**src/rtl/div_ctrl.sv**
```systemverilog
// div_ctrl: RV32M DIV/DIVU/REM/REMU front end for an unsigned iterative divider core.
// Optional feature: define DIV_RESULT_CACHE_EN for a one-entry cache of the last divider result.
module div_ctrl #(
  parameter int XLEN = 32
) (
  input  logic            clk_i,
  input  logic            rst_ni,
  input  logic            flush_i,
  input  logic            valid_i,
  output logic            ready_o,
  input  logic [1:0]      op_i,
  input  logic [XLEN-1:0] a_i,
  input  logic [XLEN-1:0] b_i,
  output logic            valid_o,
  input  logic            ready_i,
  output logic [XLEN-1:0] result_o,
  output logic            busy_o,
  output logic            div_req_o,
  output logic [XLEN-1:0] div_a_o,
  output logic [XLEN-1:0] div_b_o,
  output logic            div_is_q_o,
  input  logic [XLEN-1:0] div_result_i,
  input  logic            div_ready_i
);

  localparam logic [XLEN-1:0] ZERO_W = {XLEN{1'b0}};
  localparam logic [XLEN-1:0] ONES_W = {XLEN{1'b1}};
  localparam logic [XLEN-1:0] MIN_W  = {1'b1, {(XLEN-1){1'b0}}};

  typedef enum logic [1:0] {
    ST_IDLE = 2'd0,
    ST_WAIT = 2'd1,
    ST_FIX  = 2'd2,
    ST_OUT  = 2'd3
  } state_e;

  function automatic logic [XLEN-1:0] twos_neg(input logic [XLEN-1:0] v);
    return ~v + {{(XLEN-1){1'b0}}, 1'b1};
  endfunction

  function automatic logic [XLEN-1:0] magnitude(input logic [XLEN-1:0] v, input logic is_signed);
    return (is_signed && v[XLEN-1]) ? twos_neg(v) : v;
  endfunction

  state_e          state_r, state_nxt_s;
  logic            is_q_r, neg_q_r, neg_r_r;
  logic [XLEN-1:0] result_r, div_a_r, div_b_r;
  logic            accept_s, signed_s, special_s, hit_s, fix_done_s;
  logic [XLEN-1:0] special_res_s, cache_res_s, fix_res_s;

  // Request classification: RISC-V divide-by-zero and signed-overflow results bypass the divider.
  always_comb begin
    signed_s      = ~op_i[0];
    accept_s      = (state_r == ST_IDLE) & valid_i & ~flush_i;
    special_s     = 1'b0;
    special_res_s = ZERO_W;
    if (b_i == ZERO_W) begin
      special_s     = 1'b1;
      special_res_s = op_i[1] ? a_i : ONES_W;
    end else if (signed_s && (a_i == MIN_W) && (b_i == ONES_W)) begin
      special_s     = 1'b1;
      special_res_s = op_i[1] ? ZERO_W : MIN_W;
    end else begin
      special_s     = 1'b0;
      special_res_s = ZERO_W;
    end
  end

  assign fix_res_s   = (is_q_r ? neg_q_r : neg_r_r) ? twos_neg(result_r) : result_r;
  assign fix_done_s  = (state_r == ST_FIX) & ~flush_i;

`ifdef DIV_RESULT_CACHE_EN
  logic            cache_vld_r;
  logic [1:0]      cache_op_r, req_op_r;
  logic [XLEN-1:0] cache_a_r, cache_b_r, cache_res_r, req_a_r, req_b_r;

  // Last completed divider operation; a flush leaves the entry intact.
  always_ff @(posedge clk_i or negedge rst_ni) begin
    if (!rst_ni) begin
      cache_vld_r <= 1'b0;
      cache_op_r  <= 2'b00;
      cache_a_r   <= ZERO_W;
      cache_b_r   <= ZERO_W;
      cache_res_r <= ZERO_W;
      req_op_r    <= 2'b00;
      req_a_r     <= ZERO_W;
      req_b_r     <= ZERO_W;
    end else begin
      if (accept_s) begin
        req_op_r <= op_i;
        req_a_r  <= a_i;
        req_b_r  <= b_i;
      end
      if (fix_done_s) begin
        cache_vld_r <= 1'b1;
        cache_op_r  <= req_op_r;
        cache_a_r   <= req_a_r;
        cache_b_r   <= req_b_r;
        cache_res_r <= fix_res_s;
      end
    end
  end

  assign hit_s       = cache_vld_r & (cache_op_r == op_i) & (cache_a_r == a_i) & (cache_b_r == b_i);
  assign cache_res_s = cache_res_r;
`else
  assign hit_s       = 1'b0;
  assign cache_res_s = ZERO_W;
`endif

  // FSM state register.
  always_ff @(posedge clk_i or negedge rst_ni) begin
    if (!rst_ni) begin
      state_r <= ST_IDLE;
    end else begin
      state_r <= state_nxt_s;
    end
  end

  // FSM next state; flush wins over everything, including a same-cycle request.
  always_comb begin
    state_nxt_s = state_r;
    if (flush_i) begin
      state_nxt_s = ST_IDLE;
    end else begin
      case (state_r)
        ST_IDLE: begin
          if (valid_i) begin
            state_nxt_s = (special_s | hit_s) ? ST_OUT : ST_WAIT;
          end else begin
            state_nxt_s = ST_IDLE;
          end
        end
        ST_WAIT: begin
          if (div_ready_i) begin
            state_nxt_s = ST_FIX;
          end else begin
            state_nxt_s = ST_WAIT;
          end
        end
        ST_FIX:  state_nxt_s = ST_OUT;
        ST_OUT: begin
          if (ready_i) begin
            state_nxt_s = ST_IDLE;
          end else begin
            state_nxt_s = ST_OUT;
          end
        end
        default: state_nxt_s = ST_IDLE;
      endcase
    end
  end

  // FSM outputs decoded from the state register only.
  always_comb begin
    ready_o   = 1'b0;
    busy_o    = 1'b1;
    valid_o   = 1'b0;
    div_req_o = 1'b0;
    case (state_r)
      ST_IDLE: begin
        ready_o = 1'b1;
        busy_o  = 1'b0;
      end
      ST_WAIT: div_req_o = 1'b1;
      ST_FIX:  busy_o    = 1'b1;
      ST_OUT:  valid_o   = 1'b1;
      default: busy_o    = 1'b1;
    endcase
  end

  // Operand magnitudes, sign flags and the result register that holds through OUT.
  always_ff @(posedge clk_i or negedge rst_ni) begin
    if (!rst_ni) begin
      is_q_r   <= 1'b0;
      neg_q_r  <= 1'b0;
      neg_r_r  <= 1'b0;
      result_r <= ZERO_W;
      div_a_r  <= ZERO_W;
      div_b_r  <= ZERO_W;
    end else if (accept_s) begin
      is_q_r  <= ~op_i[1];
      neg_q_r <= signed_s & (a_i[XLEN-1] ^ b_i[XLEN-1]);
      neg_r_r <= signed_s & a_i[XLEN-1];
      if (special_s) begin
        result_r <= special_res_s;
      end else if (hit_s) begin
        result_r <= cache_res_s;
      end else begin
        div_a_r <= magnitude(a_i, signed_s);
        div_b_r <= magnitude(b_i, signed_s);
      end
    end else if ((state_r == ST_WAIT) && div_ready_i && !flush_i) begin
      result_r <= div_result_i;
    end else if (fix_done_s) begin
      result_r <= fix_res_s;
    end
  end

  assign result_o   = result_r;
  assign div_a_o    = div_a_r;
  assign div_b_o    = div_b_r;
  assign div_is_q_o = is_q_r;

endmodule
```
**config.mk**
```make
export PLATFORM = sky130hd
export DESIGN_NAME = div_ctrl
export DESIGN_NICKNAME = d
export VERILOG_FILES = /design/src/rtl/div_ctrl.sv
export SDC_FILE = /design/constraint.sdc
export NUM_CORES = 1
export LEC_CHECK = 0
export ABC_AREA = 1
export BUFFER_PORTS_ARGS = -buffer_cell sky130_fd_sc_hd__buf_2
export CAP_MARGIN = 0
export CORE_UTILIZATION = 46
export CTS_CLUSTER_SIZE = 10
export DETAILED_ROUTE_END_ITERATION = 8
export PLACE_DENSITY = 0.8
export SLEW_MARGIN = 5
export SYNTH_ARGS = -nofsm -noshare
export SYNTH_HDL_FRONTEND = slang
export SYNTH_SLANG_ARGS = --single-unit
```
**constraint.sdc**
```tcl
create_clock -name clk_i -period 1.5 [get_ports clk_i]
set_input_delay 0.15 -clock clk_i [delete_from_list [all_inputs] [get_ports clk_i]]
set_output_delay 0.15 -clock clk_i [all_outputs]
set_load 0.05 [all_outputs]
```
Word level (Yosys, flattened, before mapping) --
Cells that the tools add are included.
Cells by class: order comparisons 0, add/subtract/negate cells 3, multiplexer cells 24, reductions and logical operators 13, div/mod/pow operators 0, shift-type cells 0, bitwise gates (word level) 13, multipliers 0, equal/unequal tests 6
Operator list (number):
- 2-to-1 mux 32 bit | 11
- adder 32 x 1 -> 32 bit, second input constant | 3
- inverter 32 bit | 3
- equality test 32 bit, second input constant | 2
- zero test 32 bit | 1
- 2-to-1 mux 2 bit | 5
- case mux 2 bit (4 select lines) | 1
- 2-to-1 mux 1 bit | 7
- logical AND 1 bit | 6
- nonzero test 3 bit | 2
- bitwise AND 1 bit | 5
- equality test 2 bit, second input constant | 2
- inverter 1 bit | 4
- AND reduction 3 bit | 1
- equality test 2 x 1 -> 1 bit, second input constant | 1
- zero test 2 bit | 1
- inequality test 2 x 1 -> 1 bit, second input constant | 1
- AND reduction 2 bit | 1
- zero test 1 bit | 1
- XOR 1 bit | 1
Word-level totals: bits in writable memories 0, logic and storage cells 66, output and inout port bits 101, bits in registers 101, bits in latches 0, input port bits 104, bits in read-only memories 0, memories 0

Depth between registers and ports, before layout --
Gate-level depths: netlist (run 1).
depth in word-level cells 9, gate-level depth with buffers 13, depth with buffers taken out 13

Worst setup path before layout (run 1) --
No wires, ideal clock.
path type flip-flop to flip-flop, from reg state_r[0], to reg result_r[10], in the netlist result_o[10], path buffers 1, arrival time 2197 ps, path slack -815 ps, period minus slack after synthesis 2315 ps, cell stages (with the launch flop) 12, setup time 118 ps, data required time 1382 ps, cells stage by stage dfrtp_1 inv_1 nand2_1 inv_1 nand3_1 inv_1 clkbuf_1 nor2_1 nand2_1 o21ai_0 nand2_1 nand2_1
On the way: longest elaborated chain between the ends 5, elaborated cells on any way between the ends 14, classes of those cells eq/ne: 3; mux: 2; bitwise: 3; reduce/logical: 6
RTL lines:
- from (decl) | line 45 | state_e state_r, state_nxt_s;
- from (signal assigned) | line 116 | state_r <= state_nxt_s;
- zero test 2 bit / equality test 2 x 1 -> 1 bit (equally long branches) | line 54, 193
- bitwise AND 1 bit / logical AND 1 bit (equally long branches) (2 in a row) | line 54, 193
- inequality test 2 x 1 -> 1 bit (no line), or another cell as far along
- AND reduction 3 bit (no line) / 2-to-1 mux 32 bit (equally long branches)
- to (signal assigned) | line 186 | result_r <= special_res_s;
- to (signal assigned) | line 188 | result_r <= cache_res_s;
- to (signal assigned) | line 194 | result_r <= div_result_i;
- to (decl) | line 47 | logic [XLEN-1:0] result_r, div_a_r, div_b_r;
Parallel ways exist; a longest one is shown, timed or not. A chain may end at the register's enable or synchronous reset.

Worst setup path in the final report (run 1) --
from reg result_r[4], in the netlist result_o[4], to reg result_r[9], in the netlist result_o[9]
On the way: longest elaborated chain between the ends 6
RTL lines:
- inverter 32 bit | line 38 | return ~v + {{(XLEN-1){1'b0}}, 1'b1};
- adder 32 x 1 -> 32 bit | line 38
- 2-to-1 mux 32 bit | line 69 | assign fix_res_s = (is_q_r ? neg_q_r : neg_r_r) ? twos_neg(result_r) : result_r;
- 2-to-1 mux 32 bit | line 195 | end else if (fix_done_s) begin
- 2-to-1 mux 32 bit | line 193 | end else if ((state_r == ST_WAIT) && div_ready_i && !flush_i) begin
- 2-to-1 mux 32 bit | line 181 | end else if (accept_s) begin
No other way between the ends. The select of a mux whose other input is x is not followed.

==> results.cfg, run 1 <==
[run_status]
outcome = finished with violations
violations = setup timing

[logic_synthesis]
synth-xor-area-share_pct = 6.99
syn-cell-area_um2 = 7270
yosys.area_share.simple_pct = 37.4
yosysSeqAreaShare_pct = 34.8
async_reset_ff_share_pct = 100
synth_compound_area_share_pct = 12.1
synth.area.mux_share_pct = 0
synth-adder-area-share_pct = 0.688
syn_inst = 1125
synth-edff-count = 0
yosysWarnings = 0
ys_types = 38
synth_top_family_by_area = simple AND/OR/NAND/NOR gates
synthesis.nets = 1233
synth_ff_type = dfrtp_1
ys_seq_elements = 101
synth_area_per_cell_um2 = 6.46

[worst_setup_path]
cp.required_ns = 1.76
path_class = register to register
r2r_setup_slack_ns = -0.31
critPathMaxFanout = 4
critPathArrivalTime_ns = 2.07
cp-end-kind = register
worstSetupStartpointType = register

[finish]
fillers = 1220
drive_above_1_share_pct = 38.4
final_core_util_pct = 74.7
num-nets-final = 1669
flow.area_growth_from_synthesis_pct = 57.3
final_common_cell = nand2_1
mostFrequentLayoutCells = nand2_1, buf_4, buf_2, nor2_1, dfrtp_1

[floorplan]
coreArea_um2 = 15300
fp.dieW_um = 128
die-area_um2 = 16300
die_h_um = 128
initial_utilization_pct = 47.5
row_count = 45
num_io_pins = 205

[sta]
tightestPinTransition_ns = 0.555
setup_viol = 97
fmax_mhz = 552
tns_ns = -17.56
drv_slew = 0
layout_min_cycle_time_ns = 1.81
layout_setup_ws_ns = -0.311
fin_crit_sh_pct = 121
holdWs_ns = 0.0591
rsz0062_at_grt = yes
slew_headroom_pct = 63.0
finClkSkew_ns = 0.0101
hold_viol = 0

[global_route]
grt.total_usage_pct = 35.3
first_global_vias = 8611
antenna_found_initial = 1
grt_max_degree = 65
overflow = 0
grt_pass1_wl_um = 44200

[clock_tree]
cts_root_buf = clkbuf_16
cts_sinks = 101
cts_buffers = 9
max-clock-path-buffers = 2
clk_latency_ns = 0.37
clk_pin_slew_ns = 0.08
cts_tree = yes
htreeDepth = 3

[place]
gp_congestion = 0.967
portBuffers = 204
dp_slack_ns = -0.422
dp_hpwl_um = 21500

[drt]
ant_nets = 0
drcViolationCount = 0
vias_per_cell = 5.37
drt_wl_total_um = 30200
routedWlPerCell_um = 17.0
drtIter0Drc = 1036
first_pass_iters = 6
vias = 9541

[power_and_ir_drop]
powerDensity_nw_per_um2 = 1510
irDropWorstVdd_v = 0.00172
p_leak_uw = 0.00599

[job]
maxCapViolCount = 0

[hold_path]
min_path_type = primary input to register
==> power by group <==
part	leakage [µW]	total (µW)	switching, µW	internal [µW]
registers	0.00125	4330	735	3590
clock network	0.000128	2300	1130	1170
logic	0.00461	10700	7070	3630
total	0.00599	17300	8930	8390
==> final cells by class <==
| class | instances | area, µm² | share of cell area [%] |
|---|---|---|---|
| Timing Repair inverter | 3 | 62.6 | 0.547 |
| Tap cell | 211 | 264 | 2.31 |
| Antenna cell | 1 | 2.50 | 0.0219 |
| Clock buffer | 11 | 243 | 2.12 |
| Clock inverter | 5 | 36.3 | 0.317 |
| Timing Repair Buffer | 462 | 3280 | 28.7 |
| Multi-Input combinational cell | 889 | 4630 | 40.4 |
| Sequential cell | 101 | 2530 | 22.1 |
| Inverter | 95 | 394 | 3.44 |
==> per-layer routing <==
layer	vias up	wire (µm)	track usage (%)
met5	-	0	0
met4	0	1150	14.6
met3	90	3070	6.72
met2	560	13800	54.9
met1	4410	12200	48.2
li1	4481	-	-
==> worst max-delay path, stage by stage, from the launching register on <==
cell and delay, ns:
dfrtp_2 0.45, nor2_2 0.15, nand2_1 0.10, nor2_4 0.16, buf_4 0.14, nand2_1 0.06, xor2_1 0.18, o21ai_2 0.20
o21ai_0 0.13, nand2_1 0.09, nand2_1 0.06
==> Yosys cell counts (3+ instances only) <==
cell type / count / area, µm²
o21ai_0: 105 / 526
o31ai_1: 3 / 22.5
inv_2: 3 / 11.3
and2_1: 3 / 18.8
o21bai_1: 4 / 30.0
o22ai_1: 7 / 43.8
dfrtp_1: 101 / 2530
buf_6: 8 / 90.1
xor2_1: 48 / 420
nand2_1: 358 / 1340
clkbuf_1: 18 / 67.6
a21oi_1: 12 / 60.1
buf_2: 12 / 60.1
nand3_1: 73 / 365
nand4_1: 20 / 125
nor2_1: 183 / 687
o211ai_1: 7 / 52.6
o21ai_1: 23 / 115
nor3_1: 7 / 35.0
ha_1: 4 / 50.1
inv_1: 91 / 342
xnor2_1: 10 / 87.6
or2_2: 6 / 37.5
==> flip-flops by register name, summed over array words and instances (netlist names) <==
signal and flops:
div_a_o 32, div_b_o 32, div_is_q_o 1, neg_q_r 1, neg_r_r 1, result_o 32
state_r 2
==> kinds of logic (layout without fill, tap and decap cells) <==
group / count (synthesis) / after routing
xor+xnor: 58 / 58
buf+inv: 135 / 576
compound gates: 165 / 165
fa+ha+maj: 4 / 4
simple gates: 662 / 662
other cells: 0 / 1
flops: 101 / 101
==> stage by stage <==
stage	std cells	area (µm²)	power, µW
final	1778	11400	17300
after global routing	1778	11400	18200
after CTS	1765	10900	16500
after detailed placement	1739	10300	13800
after global placement	1739	10300	13700
after floorplan	1125	7340	10200
==> final timing paths <==
check                                     start          end  depth (start not counted)
worst min-delay path            div_result_i[0]  result_o[0]                          3
max in group asynchronous                rst_ni  div_a_o[11]                          3
worst min register to register      div_a_o[10]  div_a_o[10]                          2
worst max-delay path                result_o[4]  result_o[9]                         10
min in group asynchronous                rst_ni  div_b_o[28]                          2
worst max register to register      result_o[4]  result_o[9]                         10
==> repair_timing <==
| item | 4_1_cts | 5_1_grt |
|---|---|---|
| gates resized for setup | 59 | 113 |
| setup endpoints to repair | 97 | 98 |
| cloned | 5 | 6 |
| hold endpoints to repair | 22 | 0 |
| setup buffers | 5 | 6 |
| pin swaps | 12 | 10 |
| hold buffers | 1 | 0 |
Note: power is estimated with default switching activity, not from simulation.
==> inputs of run 2 (changes only) <==
Settings changed: PLACE_DENSITY 0.8 to unset, PLACE_DENSITY_LB_ADDON set to 0.1.
Clock period 1.5 ns to 1.9 ns, I/O delays scaled along.
==> results.cfg, run 2 (same netlist as run 1, synthesis figures left out) <==
[worst_setup_path]
crit_path_frequent_cell = nand2_1
worstSetupStartpointType = register
cp.required_ns = 2.16
path_class = register to register
cp_num_buf_inv = 2
worstPathCellList = buf_4 > nor2_1 > nand3_1 > nor2_2 > nand2_1 > inv_1 > nand2_1 > nand2_1 > nand3_1 > nand2_1 > nand2_1 > nand2_1 > nand2_1
cp-end-kind = register
max_stage_delay_ns = 0.40
critPathMaxFanout = 4
critPathArrivalTime_ns = 2.06
crit_slowest_cell = dfrtp_1
cp_top_family = simple AND/OR/NAND/NOR gates

[power_and_ir_drop]
irDropWorstVdd_v = 0.000923
powerDensity_nw_per_um2 = 1270
p_leak_uw = 0.00490

[floorplan]
fp.dieW_um = 128
row_count = 45
num_io_pins = 205
initial_utilization_pct = 47.5
coreArea_um2 = 15300
die_h_um = 128
die-area_um2 = 16300

[clock_tree]
clk_pin_slew_ns = 0.07
cts_root_buf = clkbuf_16
htreeDepth = 3
cts_buffers = 9
cts_sinks = 101
cts_tree = yes
max-clock-path-buffers = 2
clk_latency_ns = 0.36

[sta]
finClkSkew_ns = 0.00747
fmax_mhz = 557
layout_setup_ws_ns = 0.104
drv_slew = 0
slew_headroom_pct = 68.8
tns_ns = 0
hold_viol = 0
rsz0062_at_grt = yes
fin_crit_sh_pct = 94.5
setup_viol = 0
layout_min_cycle_time_ns = 1.80
tightestPinTransition_ns = 0.467

[drt]
drcViolationCount = 0
drt_wl_total_um = 24900
drtIter0Drc = 641
routedWlPerCell_um = 15.6
first_pass_iters = 5
vias_per_cell = 5.14
vias = 8198
ant_nets = 0

[finish]
final_common_cell = nand2_1
stdcell_count = 1596
drive_above_1_share_pct = 25.1
final_core_util_pct = 61.7
flow.area_growth_from_synthesis_pct = 29.9
num-nets-final = 1487
mostFrequentLayoutCells = nand2_1, buf_2, nor2_1, o21ai_0, dfrtp_1
stdcell_area_um2 = 9450

[place]
gp_congestion = 0.984
dp_hpwl_um = 19400
portBuffers = 204
dp_slack_ns = -0.0187
dp.cells = 1576
post_dp_cell_area_um2 = 9050

[global_route]
first_global_vias = 7573
grt_max_degree = 70
overflow = 0
antenna_found_initial = 1
grt.total_usage_pct = 31.4
grt_pass1_wl_um = 39400

[hold_path]
min_path_type = primary input to register

[job]
maxCapViolCount = 0

[run_status]
outcome = finished, final reports clean
run 2: changes by cell type in the layout (fill, tap and decap cells not counted), sizes merged:
cell      change
buf         -175
bufinv        +1
clkbuf        -4
clkinv        -5
clkinvlp      -1
inv           +2
run 2: worst paths after layout:
kind                                 start           end  slack, ns  cells past startpoint
setup / recovery               result_o[8]  result_o[28]       0.10                     13
hold / removal             div_result_i[0]   result_o[0]       0.06                      3
setup reg to reg               result_o[8]  result_o[28]       0.10                     13
hold reg to reg                div_a_o[19]   div_a_o[19]       0.48                      2
max in group asynchronous           rst_ni   result_o[2]       1.14                      3
min in group asynchronous           rst_ni   div_b_o[11]       0.18                      2
run 2: final cells by class:
cell class                      instances  area [µm²]
Sequential cell                       101        2530
Clock inverter                          5        58.8
Multi-Input combinational cell        889        4260
Fill cell                            1554        5870
Timing Repair Buffer                  283        1730
Inverter                               95         363
Tap cell                              211         264
Clock buffer                           11         243
Antenna cell                            1        2.50
run 2: stage by stage:
step | hold slack (ns) | total power, µW
detailed placement | 0.0200 | 9960
floorplan | -0.106 | 8020
global placement | 0.0223 | 9910
finish | 0.0631 | 12000
global route | 0.0569 | 12800
CTS | 0.0544 | 11900
run 2: what timing repair did:
item	4_1_cts	5_1_grt
setup endpoints to repair	0	33
resized for setup	0	27
hold buffers	1	0
hold endpoints to repair	101	0
buffers inserted	0	2
run 2: per-layer routing:
metal,vias up,share of wire (%),track usage [%]
li1,4106,-,-
met1,3710,47,45.7
met2,352,43,47.3
met3,30,8.5,6.72
met4,0,1.7,7.68
met5,-,0,0
run 2: power breakdown:
part | total [µW] | internal (µW) | switching, µW
clock | 1940 | 1060 | 878
combinational | 6580 | 1850 | 4730
sequential | 3510 | 2830 | 683
run 2: worst register-to-register path, cell delays in order (launching register included):
cell and delay (ns):
dfrtp_1 0.40, buf_4 0.16, nor2_1 0.17, nand3_1 0.16, nor2_2 0.16, nand2_1 0.08, inv_1 0.14, nand2_1 0.07
nand2_1 0.05, nand3_1 0.07, nand2_1 0.07, nand2_1 0.05, nand2_1 0.06, nand2_1 0.04
==> inputs of run 3 (changes only) <==
Settings changed: RECOVER_POWER set to 25.
==> results.cfg, run 3 (same netlist as run 1, synthesis figures left out) <==
[finish]
drive_above_1_share_pct = 25.1
stdcell_count = 1596
final_common_cell = nand2_1
mostFrequentLayoutCells = nand2_1, buf_2, nor2_1, o21ai_0, dfrtp_1
fillers = 1559
flow.area_growth_from_synthesis_pct = 29.5
num-nets-final = 1487

[global_route]
first_global_vias = 7573
grt_pass1_wl_um = 39400
overflow = 0
grt_max_degree = 70
grt.total_usage_pct = 31.4
antenna_found_initial = 1

[power_and_ir_drop]
powerDensity_nw_per_um2 = 1280
p_leak_uw = 0.00488
total_power_uw = 12000
irDropWorstVdd_v = 0.000926

[sta]
rsz0062_at_grt = yes
drv_slew = 0
finClkSkew_ns = 0.00748
layout_min_cycle_time_ns = 1.81
slew_headroom_pct = 39.7
tightestPinTransition_ns = 0.905
fmax_mhz = 552
setup_viol = 0
fin_crit_sh_pct = 95.3
tns_ns = 0
hold_viol = 0

[worst_setup_path]
worstSetupStartpointType = register
path_class = register to register
critPathArrivalTime_ns = 2.07
critPathMaxFanout = 4
cp-end-kind = register
cp.required_ns = 2.16

[clock_tree]
max-clock-path-buffers = 2
clk_pin_slew_ns = 0.07
cts_root_buf = clkbuf_16
cts_buffers = 9
htreeDepth = 3
cts_sinks = 101
clk_latency_ns = 0.36
cts_tree = yes

[drt]
drtIter0Drc = 659
drcViolationCount = 0
drt_wl_total_um = 25000
vias = 8225
routedWlPerCell_um = 15.6
ant_nets = 0
vias_per_cell = 5.15
first_pass_iters = 6

[hold_path]
min_path_type = primary input to register

[floorplan]
die-area_um2 = 16300
num_io_pins = 205
die_h_um = 128
row_count = 45
fp.dieW_um = 128
coreArea_um2 = 15300
initial_utilization_pct = 47.5

[job]
maxCapViolCount = 0

[run_status]
outcome = finished, final reports clean

[place]
portBuffers = 204
dp.cells = 1576
gp_congestion = 0.984
dp_hpwl_um = 19400
## run 3: changes by cell type in the layout (fill, tap and decap cells not counted), sizes merged
cell    previous run  this run
buf              282       279
clkbuf            11        14
## run 3: timing repair
item	4_1_cts	5_1_grt
hold buffers	1	0
resized for setup	0	27
hold endpoints to repair	101	0
setup endpoints to repair	0	33
setup buffers	0	2
## run 3: metrics by stage
stage | area, µm² | hold slack [ns] | setup slack [ns] | utilization, %
detailed placement | 9050 | 0.0200 | -0.0187 | 59.1
floorplan | 7310 | -0.106 | 0.00109 | -
finish | 9420 | 0.0653 | 0.0894 | 61.5
global placement | 9050 | 0.0223 | 0.0258 | 59.1
global route | 9420 | 0.0569 | -0.0131 | 61.5
CTS | 9360 | 0.0544 | 0.0216 | 61.1
## run 3: cell type report
class | instances | area [µm²] | area share (%)
Clock buffer | 11 | 243 | 2.58
Multi-Input combinational cell | 889 | 4260 | 45.2
Clock inverter | 5 | 58.8 | 0.625
Timing Repair Buffer | 283 | 1700 | 18.1
Antenna cell | 1 | 2.50 | 0.0266
Sequential cell | 101 | 2530 | 26.9
Inverter | 95 | 363 | 3.85
Tap cell | 211 | 264 | 2.80
## run 3: final timing paths
path	from	end	slack, ns	cells after the start
worst min register to register	div_a_o[19]	div_a_o[19]	0.48	2
worst max register to register	result_o[8]	result_o[28]	0.09	13
max in group asynchronous	rst_ni	result_o[2]	0.40	3
worst min-delay path	div_result_i[0]	result_o[0]	0.07	3
worst max-delay path	result_o[8]	result_o[28]	0.09	13
min in group asynchronous	rst_ni	div_b_o[11]	0.22	2
## run 3: routing by layer
layer	global-route usage (%)	routed length, µm	up-vias
li1	-	-	4100
met1	45.7	11800	3738
met2	47.3	10800	355
met3	6.72	2010	32
met4	7.68	427	0
met5	0	0	-
## run 3: report_power, final
group / internal [µW] / switching, µW
registers: 2830 / 684
clock network: 1060 / 885
logic: 1840 / 4730
## run 3: worst max-delay path: stages, from the launching register on
cell and delay, ns:
dfrtp_1 0.40, buf_4 0.16, nor2_1 0.17, nand3_1 0.16, nor2_2 0.16, nand2_1 0.08, inv_1 0.14, nand2_1 0.07
nand2_1 0.05, nand3_1 0.08, nand2_1 0.07, nand2_1 0.05, nand2_1 0.07, nand2_1 0.04
